### config.mk
export PLATFORM = sky130hd
export DESIGN_NAME = alu_pipe
export DESIGN_NICKNAME = d
export VERILOG_FILES = /design/src/rtl/alu_pipe_pkg.sv /design/src/rtl/alu_pipe_core.sv /design/src/rtl/alu_pipe.sv
export SDC_FILE = /design/constraint.sdc
export NUM_CORES = 1
export LEC_CHECK = 0
export CAP_MARGIN = 25
export CORE_MARGIN = 3
export CORE_UTILIZATION = 61
export CTS_BUF_LIST = sky130_fd_sc_hd__clkbuf_16
export DETAILED_ROUTE_END_ITERATION = 7
export GPL_ROUTABILITY_DRIVEN = 0
export PLACE_DENSITY = 0.83
export RECOVER_POWER = 100
export SLEW_MARGIN = 25
export SYNTH_ARGS = -nofsm -noshare
export SYNTH_HDL_FRONTEND = slang
export SYNTH_HIERARCHICAL = 1
export SYNTH_SLANG_ARGS = --single-unit
### constraint.sdc
create_clock -name clk -period 7.4 [get_ports clk]
set_input_delay 1.48 -clock clk [delete_from_list [all_inputs] [get_ports clk]]
set_output_delay 1.48 -clock clk [all_outputs]
set_load 0.005 [all_outputs]
### src/rtl/alu_pipe_pkg.sv
// Purpose : shared opcode encoding and flag bit positions for the pipelined ALU.
// Latency : n/a (types and constants only).
// Backpressure: n/a.
package alu_pipe_pkg;

    typedef enum logic [2:0] {
        ALU_ADD    = 3'd0,
        ALU_SUB    = 3'd1,
        ALU_XOR    = 3'd2,
        ALU_RED    = 3'd3,
        ALU_SLL    = 3'd4,
        ALU_SRA    = 3'd5,
        ALU_ROR    = 3'd6,
        ALU_PADDSB = 3'd7
    } alu_op_t;

    // Bit positions inside the {Z, V, N} flag vector.
    localparam int FLAG_Z = 2;
    localparam int FLAG_V = 1;
    localparam int FLAG_N = 0;

endpackage

### src/rtl/alu_pipe_core.sv
// Purpose : combinational ALU datapath producing result, shift-range error and raw Z/V/N.
// Latency : 0 cycles (purely combinational).
// Backpressure: none; the enclosing pipeline decides when the result is captured.
// Ports   : i_a/i_b operands, i_op opcode -> o_res, o_err, o_z, o_v, o_n.
// Config  : ALU_PIPE_SAT_EN selects saturating ADD/SUB/PADDSB; otherwise they wrap.
module alu_pipe_core
    import alu_pipe_pkg::*;
#(
    parameter int WIDTH  = 16,
    parameter int LANE_W = 4
) (
    input  logic [WIDTH-1:0] i_a,
    input  logic [WIDTH-1:0] i_b,
    input  alu_op_t          i_op,
    output logic [WIDTH-1:0] o_res,
    output logic             o_err,
    output logic             o_z,
    output logic             o_v,
    output logic             o_n
);

    localparam int SHAMT_W = $clog2(WIDTH);
    localparam int H       = WIDTH / 2;
    localparam int LANES   = WIDTH / LANE_W;

    logic [WIDTH-1:0]   w_add_raw, w_sub_raw, w_add_res, w_sub_res;
    logic               w_add_ovf, w_sub_ovf;
    logic [SHAMT_W-1:0] w_shamt;
    logic               w_shbad;
    logic [WIDTH-1:0]   w_sll, w_sra, w_ror, w_red, w_padd, w_res;
    logic               w_v, w_err;
    // Bits above H would be dropped by the [H:0] selection anyway, so the
    // reduction is accumulated directly in H+1 bits.
    logic [H:0]         w_red_sum;

    assign w_add_raw = i_a + i_b;
    assign w_sub_raw = i_a - i_b;
    assign w_add_ovf = (i_a[WIDTH-1] == i_b[WIDTH-1]) && (w_add_raw[WIDTH-1] != i_a[WIDTH-1]);
    assign w_sub_ovf = (i_a[WIDTH-1] != i_b[WIDTH-1]) && (w_sub_raw[WIDTH-1] != i_a[WIDTH-1]);

`ifdef ALU_PIPE_SAT_EN
    // On overflow the true result has the sign of A, so saturate toward it.
    logic [WIDTH-1:0] w_sat_val;
    assign w_sat_val = {i_a[WIDTH-1], {(WIDTH-1){~i_a[WIDTH-1]}}};
    assign w_add_res = w_add_ovf ? w_sat_val : w_add_raw;
    assign w_sub_res = w_sub_ovf ? w_sat_val : w_sub_raw;
`else
    assign w_add_res = w_add_raw;
    assign w_sub_res = w_sub_raw;
`endif

    assign w_shamt = i_b[SHAMT_W-1:0];
    assign w_shbad = |i_b[WIDTH-1:SHAMT_W];
    assign w_sll   = i_a << w_shamt;
    assign w_sra   = $signed(i_a) >>> w_shamt;
    // A left shift by WIDTH yields zero, which covers the zero-amount case.
    assign w_ror   = (i_a >> w_shamt) | (i_a << (WIDTH - int'(w_shamt)));

    assign w_red_sum = {1'b0, i_a[H-1:0]} + {1'b0, i_a[WIDTH-1:H]}
                     + {1'b0, i_b[H-1:0]} + {1'b0, i_b[WIDTH-1:H]};
    assign w_red     = {{(WIDTH-H-1){w_red_sum[H]}}, w_red_sum};

    for (genvar g = 0; g < LANES; g++) begin : g_lane
        logic [LANE_W-1:0] w_la, w_lb, w_ls;
        assign w_la = i_a[g*LANE_W +: LANE_W];
        assign w_lb = i_b[g*LANE_W +: LANE_W];
        assign w_ls = w_la + w_lb;
`ifdef ALU_PIPE_SAT_EN
        logic w_lovf;
        assign w_lovf = (w_la[LANE_W-1] == w_lb[LANE_W-1]) && (w_ls[LANE_W-1] != w_la[LANE_W-1]);
        assign w_padd[g*LANE_W +: LANE_W] =
            w_lovf ? {w_la[LANE_W-1], {(LANE_W-1){~w_la[LANE_W-1]}}} : w_ls;
`else
        assign w_padd[g*LANE_W +: LANE_W] = w_ls;
`endif
    end

    always_comb begin
        w_res = '0;
        w_v   = 1'b0;
        w_err = 1'b0;
        case (i_op)
            ALU_ADD:    begin w_res = w_add_res; w_v = w_add_ovf; end
            ALU_SUB:    begin w_res = w_sub_res; w_v = w_sub_ovf; end
            ALU_XOR:    w_res = i_a ^ i_b;
            ALU_RED:    w_res = w_red;
            ALU_SLL:    begin w_res = w_sll; w_err = w_shbad; end
            ALU_SRA:    begin w_res = w_sra; w_err = w_shbad; end
            ALU_ROR:    begin w_res = w_ror; w_err = w_shbad; end
            ALU_PADDSB: w_res = w_padd;
            default:    w_res = '0;
        endcase
    end

    assign o_res = w_res;
    assign o_err = w_err;
    assign o_v   = w_v;
    assign o_z   = (w_res == '0);
    assign o_n   = w_res[WIDTH-1];

endmodule

### src/rtl/alu_pipe.sv
// Purpose : two-stage pipelined ALU with valid/ready on both sides and a {Z,V,N} flag register.
// Latency : 2 register stages from input handshake to out_valid; 1 op/cycle with out_ready high.
// Backpressure: stalled stages hold data; in_ready is combinational from out_ready.
// Ports   : in_valid/in_ready + ALU_In1/ALU_In2/Opcode in; out_valid/out_ready + ALU_Out/Error out; Flags.
// Config  : ALU_PIPE_SAT_EN (see alu_pipe_core) selects saturating arithmetic.
module alu_pipe
    import alu_pipe_pkg::*;
#(
    parameter int WIDTH  = 16,
    parameter int LANE_W = 4
) (
    input  logic             clk,
    input  logic             rst,
    input  logic             in_valid,
    output logic             in_ready,
    input  logic [WIDTH-1:0] ALU_In1,
    input  logic [WIDTH-1:0] ALU_In2,
    input  logic [2:0]       Opcode,
    output logic             out_valid,
    input  logic             out_ready,
    output logic [WIDTH-1:0] ALU_Out,
    output logic             Error,
    output logic [2:0]       Flags
);

    logic             r_s1_vld;
    logic [WIDTH-1:0] r_s1_a, r_s1_b;
    alu_op_t          r_s1_op;

    logic             r_s2_vld;
    logic [WIDTH-1:0] r_s2_res;
    logic             r_s2_err;
    alu_op_t          r_s2_op;
    logic [2:0]       r_s2_flg;

    logic [2:0]       r_flags;

    logic             w_s1_adv, w_s2_adv, w_out_hs;
    logic [WIDTH-1:0] w_core_res;
    logic             w_core_err, w_core_z, w_core_v, w_core_n;

    assign w_s2_adv = ~r_s2_vld | out_ready;
    assign w_s1_adv = ~r_s1_vld | w_s2_adv;
    assign w_out_hs = r_s2_vld & out_ready;

    alu_pipe_core #(.WIDTH(WIDTH), .LANE_W(LANE_W)) u_core (
        .i_a   (r_s1_a),
        .i_b   (r_s1_b),
        .i_op  (r_s1_op),
        .o_res (w_core_res),
        .o_err (w_core_err),
        .o_z   (w_core_z),
        .o_v   (w_core_v),
        .o_n   (w_core_n)
    );

    always_ff @(posedge clk or posedge rst) begin
        if (rst) begin
            r_s1_vld <= 1'b0;
            r_s1_a   <= '0;
            r_s1_b   <= '0;
            r_s1_op  <= ALU_ADD;
            r_s2_vld <= 1'b0;
            r_s2_res <= '0;
            r_s2_err <= 1'b0;
            r_s2_op  <= ALU_ADD;
            r_s2_flg <= 3'b000;
            r_flags  <= 3'b000;
        end else begin
            if (w_s1_adv) begin
                r_s1_vld <= in_valid;
                if (in_valid) begin
                    r_s1_a  <= ALU_In1;
                    r_s1_b  <= ALU_In2;
                    r_s1_op <= alu_op_t'(Opcode);
                end
            end
            // Data only reloads on a real transfer so the output stays put across bubbles.
            if (w_s2_adv) begin
                r_s2_vld <= r_s1_vld;
                if (r_s1_vld) begin
                    r_s2_res <= w_core_res;
                    r_s2_err <= w_core_err;
                    r_s2_op  <= r_s1_op;
                    r_s2_flg <= {w_core_z, w_core_v, w_core_n};
                end
            end
            // Flags commit only when a clean result is actually consumed.
            if (w_out_hs && !r_s2_err) begin
                case (r_s2_op)
                    ALU_ADD, ALU_SUB:                  r_flags <= r_s2_flg;
                    ALU_XOR, ALU_SLL, ALU_SRA, ALU_ROR: r_flags[FLAG_Z] <= r_s2_flg[FLAG_Z];
                    default:                           r_flags <= r_flags;
                endcase
            end
        end
    end

    assign in_ready  = w_s1_adv;
    assign out_valid = r_s2_vld;
    assign ALU_Out   = r_s2_res;
    assign Error     = r_s2_err;
    assign Flags     = r_flags;

endmodule

==> results of run 1 <==
==> worst paths after layout <==
path / from / endpoint / slack (ns) / cells past startpoint
max: r_s1_b[3]$_DFFE_PP0P_ / r_s2_flg[2]$_DFFE_PP0P_ / 1.66 / 15
min: r_s1_vld$_DFFE_PP0P_ / out_valid$_DFFE_PP0P_ / 0.49 / 1
max reg2reg: r_s1_b[3]$_DFFE_PP0P_ / r_s2_flg[2]$_DFFE_PP0P_ / 1.66 / 15
min reg2reg: r_s1_vld$_DFFE_PP0P_ / out_valid$_DFFE_PP0P_ / 0.49 / 1
max in group asynchronous: rst / r_s1_b[0]$_DFFE_PP0P_ / 2.28 / 3
min in group asynchronous: rst / r_s1_b[4]$_DFFE_PP0P_ / 2.92 / 3
==> layout make-up <==
type	count	area [sq um]	area share [%]
tap	172	215.2	2.406
clock inverter	7	102.6	1.147
multi-input combinational	695	5873	65.67
clock buffer	9	225.2	2.518
timing repair buffer	74	701.9	7.848
inverter	66	247.7	2.770
sequential	63	1578	17.64
==> where the power goes <==
group | internal [mW] | switching (mW) | leakage (nW)
clock | 0.299 | 0.176 | 0.157
sequential | 0.430 | 0.117 | 0.749
combinational | 0.796 | 1.03 | 2.86
total | 1.53 | 1.33 | 3.77
==> cells in the final DEF (no fill, tap or decap), types with 7 or more instances in the layout <==
master / n
a211oi_1: 13
buf_4: 13
o31ai_1: 8
o21a_1: 7
a221oi_1: 8
nor3_1: 20
nor2_1: 47
dfrtp_1: 62
dlygate4sd3_1: 24
inv_1: 61
nand2_1: 66
xnor2_1: 15
a31oi_1: 8
mux2i_1: 26
fa_1: 21
a21oi_1: 37
clkdlybuf4s50_1: 36
o21ai_0: 44
a2111oi_0: 10
mux2_2: 83
nand2b_1: 11
clkbuf_16: 9
a21o_1: 8
xor2_1: 11
ha_1: 40
a22oi_1: 9
mux4_2: 25
nor4_1: 11
o211ai_1: 12
nand3_1: 16
nor2b_1: 12
or3_1: 13
and3_1: 9
==> Yosys cell counts (all sizes together) (4+ instances only) <==
cell type | number | area share (%)
buf | 14 | 1.3
o31ai | 8 | 0.73
a21o | 8 | 0.73
nor4 | 11 | 0.91
and3 | 9 | 0.68
xor2 | 11 | 1.2
a22oi | 9 | 0.82
a32oi | 4 | 0.43
xnor2 | 15 | 1.6
o21ai | 44 | 2.7
a211o | 4 | 0.43
or3 | 14 | 1.1
nor3 | 21 | 1.3
a221oi | 8 | 0.85
o22ai | 6 | 0.46
nand3 | 16 | 0.97
nand2b | 11 | 0.84
dfrtp | 63 | 19
nor2b | 12 | 0.91
nand3b | 4 | 0.36
mux2 | 88 | 12
mux2i | 26 | 3.2
fa | 21 | 5.1
clkbuf | 50 | 4.2
o2111ai | 4 | 0.43
mux4 | 28 | 7.8
ha | 40 | 6.1
nand2 | 66 | 3.0
a21oi | 37 | 2.3
a211oi | 13 | 1.2
or2 | 5 | 0.38
a31oi | 8 | 0.61
o211ai | 12 | 1.1
nand4 | 5 | 0.38
a2111oi | 10 | 1.1
nor2 | 47 | 2.1
inv | 63 | 2.9
o21a | 7 | 0.64
==> layer usage <==
| layer | GRT usage [%] | share of wire (%) | up-vias |
|---|---|---|---|
| met2 | 51.59 | 41 | 732 |
| met3 | 13.32 | 16 | 145 |
| met5 | 0 | 0 | - |
| li1 | - | - | 3369 |
| met4 | 17.07 | 6.0 | 0 |
| met1 | 49.58 | 37 | 3670 |
==> through the flow <==
step,utilization [%],worst slack [ns]
3_5_place_dp,66.74,1.901
4_1_cts,69.28,1.872
5_1_grt,69.18,1.335
6_report,69.18,1.659
3_3_place_gp,66.74,2.005
2_1_floorplan,-,1.998
==> sequential cells by signal, indices dropped and copies added (netlist names), 3 cells and up <==
signal	count
ALU_Out	16
r_s1_a	16
r_s1_b	16
Flags	3
r_s1_op	3
r_s2_flg	3
r_s2_op	3
==> cell families (layout without fill, tap and decap cells) <==
kind of cell	after synthesis	after routing	share of synthesized area [%]
buffers and inverters	132	156	9.352
DFF	63	63	19.16
adders and majority gates	61	61	11.19
xor gates and xnor gates	26	26	2.768
and+or+nand+nor	243	243	15.30
AOI/OAI and AO/OA	223	223	18.99
muxes	142	142	23.24
==> impl_results.md, run 1 <==
- CTS tree: done
- Least-Margin Pin Slew: ~3.5 ns
- Cell Chain, Critical Path: clkinv_1, fa_1, fa_1, inv_1, ha_1, xor2_1, nand2_1, o21ai_0, a32o_1, or4_1, or3_1, or3_1, or4_1, nor4_1, mux2_2
- Post-Syn Area: 8228 sq um
- Sink Count: 63
- Initial antenna violation count: 0
- Post-synthesis sequential area ratio: between 10% and 20%
- Post-layout minimum cycle time: roughly 5.7 ns
- Endpoint type of the worst setup path: flip-flop
- Slew headroom: -132.2%
- DR WL/cell: approximately 25 um
- Max-cap viol count: 2
- RSZ-0062 raised after global routing: no
- Area Growth Syn to Fin: 8.698%
- Clock Latency Late Sink: about 0.35 ns
- LEAKAGE: between 3 and 4 nW
- Proportion of layout cells with a drive suffix above 1: between 10% and 20%
- H-tree levels: 3
- Setup_tns: 0 ns
- Placed cell count: ~1100
- Critical path required time: between 7 and 8 ns
- Final worst-path cycle share: between 70 and 80%
- Starting DRT DRC Count: 1468
- Resized Gates After CTS: 0
- Failing checks: design-rule violations, max-capacitance violations, max-slew violations
- Setup Fix Bufs, Post-CTS: 0
- First-pass GRT wire length: slightly above 40 mm
- Final net count: between 1000 and 1500
- Hold buffers post-CTS: 0
- Post-synth EDFFs: 0
- Slowest Stage Delay on Critical Path: 0.85 ns
- Final clock skew: roughly 0.011 ns
- Total global-route track usage: 36.44%
- Max Buffers Root-to-Sink: 2
- Die W: 122.1 um
- Worst vdd ir: ~0.0002 V
- Starting Density: 63.65%
- CP Buf/Inv Count: 2
- Post-synth top flop: dfrtp_1
- Final WL: between 20 and 30 mm
- Via/cell ratio: 7.289
- Grt ovf: 0
- Post-route cell area: about 8900 sq um
- # port buffers: 60
- CP arrival: 6.03 ns
- Worst Setup Start Kind: flip-flop
- DP HPWL: around 19 mm
- Final setup violation count: 0
- Status: complete, but fails checks
- Register clock-pin slew on the reported worst setup and hold paths: roughly 0.06 ns
- Die footprint: ~15000 sq um
- Chip height: 122.1 um
- Delay-heaviest family, CP: simple AND/OR/NAND/NOR gates
- HP Class: flip-flop to flip-flop
- Synth warn: 6
- Fillers: roughly 1000
- F_max: roughly 0.17 GHz
- Post-Syn Instances: ~900
- Crit Path Category: flip-flop to flip-flop
- Row count: 41
- Placed cell areas: roughly 8600 sq um
- Hold Slack: about 0.49 ns
- Post-route insts no fill: approximately 1100
- Highest fanout seen on the critical path: 28
- Clock root cell: clkbuf_16
- Slowest cell on crit path: dfrtp_1
- Post-DRT Antenna Nets: 0
- Yosys reg bits: 63
- Core area: ~13000 sq um
- Post-route DRC: 1
- PwrDens: 318.9 nW/um^2
- Largest net degree at the start of global routing: 64
- Synth Net Count: roughly 1000
- Slew Limit Fails: 100
- Overall Power: between 2 and 3 mW
- Unique masters post-synth: between 80 and 90
- First-pass DRT Iterations: 8
- Syn avg cell area: between 9 and 10 sq um
- Hold Vio Cnt, Final: 0
- Ant diodes: 0
- Vias in the first global route: around 7000
- CTS Buf Count: 9
- IO Count: between 60 and 70
- Async set-reset flop share out of synthesis: 100.0%
- Vias: 7916
(Power assumes the default switching activity.)
==> run 2: changes to the inputs <==
==> constraint.sdc (replaced) <==
create_clock -name clk -period 5.3 [get_ports clk]
set_input_delay 1.06 -clock clk [delete_from_list [all_inputs] [get_ports clk]]
set_output_delay 1.06 -clock clk [all_outputs]
set_load 0.005 [all_outputs]
==> impl_results.md, run 2 (synthesized netlist as in run 1, its figures left out) <==
- LEAKAGE: 3.854 nW (+2.3%)
- Least-Margin Pin Slew: 3.404 ns (-0.07842 ns)
- Proportion of layout cells with a drive suffix above 1: 18.74% (+1.3 points)
- Final WL: 26.80 mm (-0.21%)
- Most common cell after layout, fill and taps aside: mux2_2
- Register clock-pin slew on the reported worst setup and hold paths: 0.07 ns (about the same)
- Commonest non-fill, non-tap cells in the layout: mux2_2, nand2_1, dfrtp_1
- # port buffers: 60 (unchanged)
- Chip height: 122.1 um (unchanged)
- Post-DRT Antenna Nets: 0 (unchanged)
- Crit Reg-Reg Startpoint: r_s1_a[14]$_DFFE_PP0P_
- Cell Chain, Critical Path: inv_1, fa_1, fa_1, inv_1, ha_1, a211o_1, a211oi_1, mux2i_1, nand2_1, nor4_1, o21ai_0, or4_1, or4_1, nor4_2, mux2_2
- Failing checks: max-capacitance violations, max-slew violations
- First-pass DRT Iterations: 8 (unchanged)
- Via/cell ratio: 7.150 (-1.9%)
- DP HPWL: 19.81 mm (+2.6%)
- IO Count: 61 (unchanged)
- Die W: 122.1 um (unchanged)
- Setup Fix Bufs, Post-CTS: 0 (unchanged)
- DR WL/cell: 24.21 um (-2.1%)
- HP Class: flip-flop to flip-flop
- Total global-route track usage: 37.02% (+0.58 points)
- Hold endpoint: Flags[0]$_DFFE_PP0P_
- Hold path cells: 1 (unchanged)
- Final worst-path cycle share: 93.60% (+16 points)
- Critical path required time: 5.60 ns (-2.09 ns)
- Reg2Reg Depth: 15 (unchanged)
- Resized Gates After CTS: 0 (unchanged)
- Crit Path Category: flip-flop to flip-flop
- Hold buffers post-CTS: 0 (unchanged)
- Row count: 41 (unchanged)
- Overall Power: 3.986 mW (+40%)
- Final clock skew: 0.01308 ns (+0.002398 ns)
- Slowest cell on crit path: dfrtp_1
- Area Growth Syn to Fin: 10.57%
- Status: complete, but fails checks
- Vias: 7915 (-0.013%)
- CTS Buf Count: 9 (unchanged)
- Highest fanout seen on the critical path: 12 (-57%)
- Clock root cell: clkbuf_16
- Final net count: 1029 (+2.0%)
- Endpoint type of the worst setup path: flip-flop
- Critical hold path startpoint: Flags[0]$_DFFE_PP0P_
- Worst Setup Start Kind: flip-flop
- Vias in the first global route: 7595 (+5.8%)
- Post-route DRC: 0 (-1)
- Post-layout minimum cycle time: 4.961 ns (-0.7799 ns)
- Max Buffers Root-to-Sink: 2 (unchanged)
- PwrDens: 438.2 nW/um^2 (+37%)
- CTS tree: done
- Fillers: 1015 (-2.6%)
- Hold Slack: 0.4949 ns (+0.0008500 ns)
- Die footprint: 14920 sq um (unchanged)
- H-tree levels: 3 (unchanged)
- RSZ-0062 raised after global routing: no
- Worst R2R End: r_s2_flg[2]$_DFFE_PP0P_
- CP Buf/Inv Count: 2 (unchanged)
- Max-cap viol count: 2 (unchanged)
- Sink Count: 63 (unchanged)
- Final setup violation count: 0 (unchanged)
- Starting Density: 63.65% (unchanged)
- Reg2Reg Setup Slack: 0.34 ns (-1.32 ns)
- Slew headroom: -127.0% (+5.2 points)
- F_max: 0.2016 GHz (+16%)
- Hold Vio Cnt, Final: 0 (unchanged)
- Grt ovf: 0 (unchanged)
- Delay-heaviest family, CP: simple AND/OR/NAND/NOR gates
- Slowest Stage Delay on Critical Path: 0.59 ns (-0.26 ns)
- Slew Limit Fails: 100 (unchanged)
- Setup_tns: 0 ns (unchanged)
- Worst vdd ir: 0.0003673 V (+79%)
- Starting DRT DRC Count: 1477 (+0.61%)
- Initial antenna violation count: 2 (+2)
- Clock Latency Late Sink: 0.36 ns (about the same)
- Core area: 12930 sq um (unchanged)
- Largest net degree at the start of global routing: 64 (unchanged)
- CP arrival: 5.26 ns (-0.77 ns)
- First-pass GRT wire length: 42.05 mm (+2.5%)
-- run 2: cell count changes in the layout (fill, tap and decap cells not counted), sizes merged --
cell,delta
dlygate4sd3,-1
clkbuf,+2
clkinvlp,+1
diode,+1
buf,+18
clkinv,+3
inv,-4
clkdlybuf4s50,+1
-- run 2: area by class of cell --
cell class | instances | area, sq um | share of cell area, %
antenna | 1 | 2.502 | 0.02751
clock buffer | 9 | 225.2 | 2.476
clock inverter | 7 | 97.59 | 1.073
inverter | 66 | 247.7 | 2.723
multi-input combinational | 695 | 5879 | 64.63
sequential | 63 | 1578 | 17.34
tap | 172 | 215.2 | 2.366
timing repair buffer | 94 | 852.1 | 9.366
-- run 2: per-stage QoR --
step           setup WS (ns)  util (%)  instances  area [sq um]
3_3_place_gp          0.4770     67.85       1089          8771
4_1_cts               0.3938     70.34       1105          9094
6_report              0.3394     70.37       1107          9097
5_1_grt              0.04415     70.35       1106          9095
2_1_floorplan        0.05360         -        890          8229
3_5_place_dp          0.4112     67.85       1089          8771
-- run 2: worst max-delay path by stage --
stage	cells after the start	to	startpoint	slack, ns
2_1_floorplan	18	r_s2_flg[2]$_DFFE_PP0P_	r_s1_b[2]$_DFFE_PP0P_	0.05
3_3_place_gp	16	r_s2_flg[2]$_DFFE_PP0P_	r_s1_a[1]$_DFFE_PP0P_	0.48
3_5_place_dp	16	r_s2_flg[2]$_DFFE_PP0P_	r_s1_a[1]$_DFFE_PP0P_	0.41
4_1_cts	16	r_s2_flg[2]$_DFFE_PP0P_	r_s1_a[9]$_DFFE_PP0P_	0.39
5_1_grt	15	r_s2_flg[2]$_DFFE_PP0P_	r_s1_a[14]$_DFFE_PP0P_	0.04
6_report	15	r_s2_flg[2]$_DFFE_PP0P_	r_s1_a[14]$_DFFE_PP0P_	0.34
-- run 2: metal layers --
layer | up-vias | routed length [um] | track usage (%)
met4 | 0 | 1801 | 21.69
met5 | - | 0 | 0
met3 | 137 | 3802 | 11.05
met2 | 630 | 11290 | 52.87
li1 | 3403 | - | -
met1 | 3745 | 9903 | 49.72
-- run 2: where the power goes --
part | switching, mW | internal [mW]
sequential | 0.101 | 0.602
combinational | 1.50 | 1.14
clock | 0.235 | 0.411
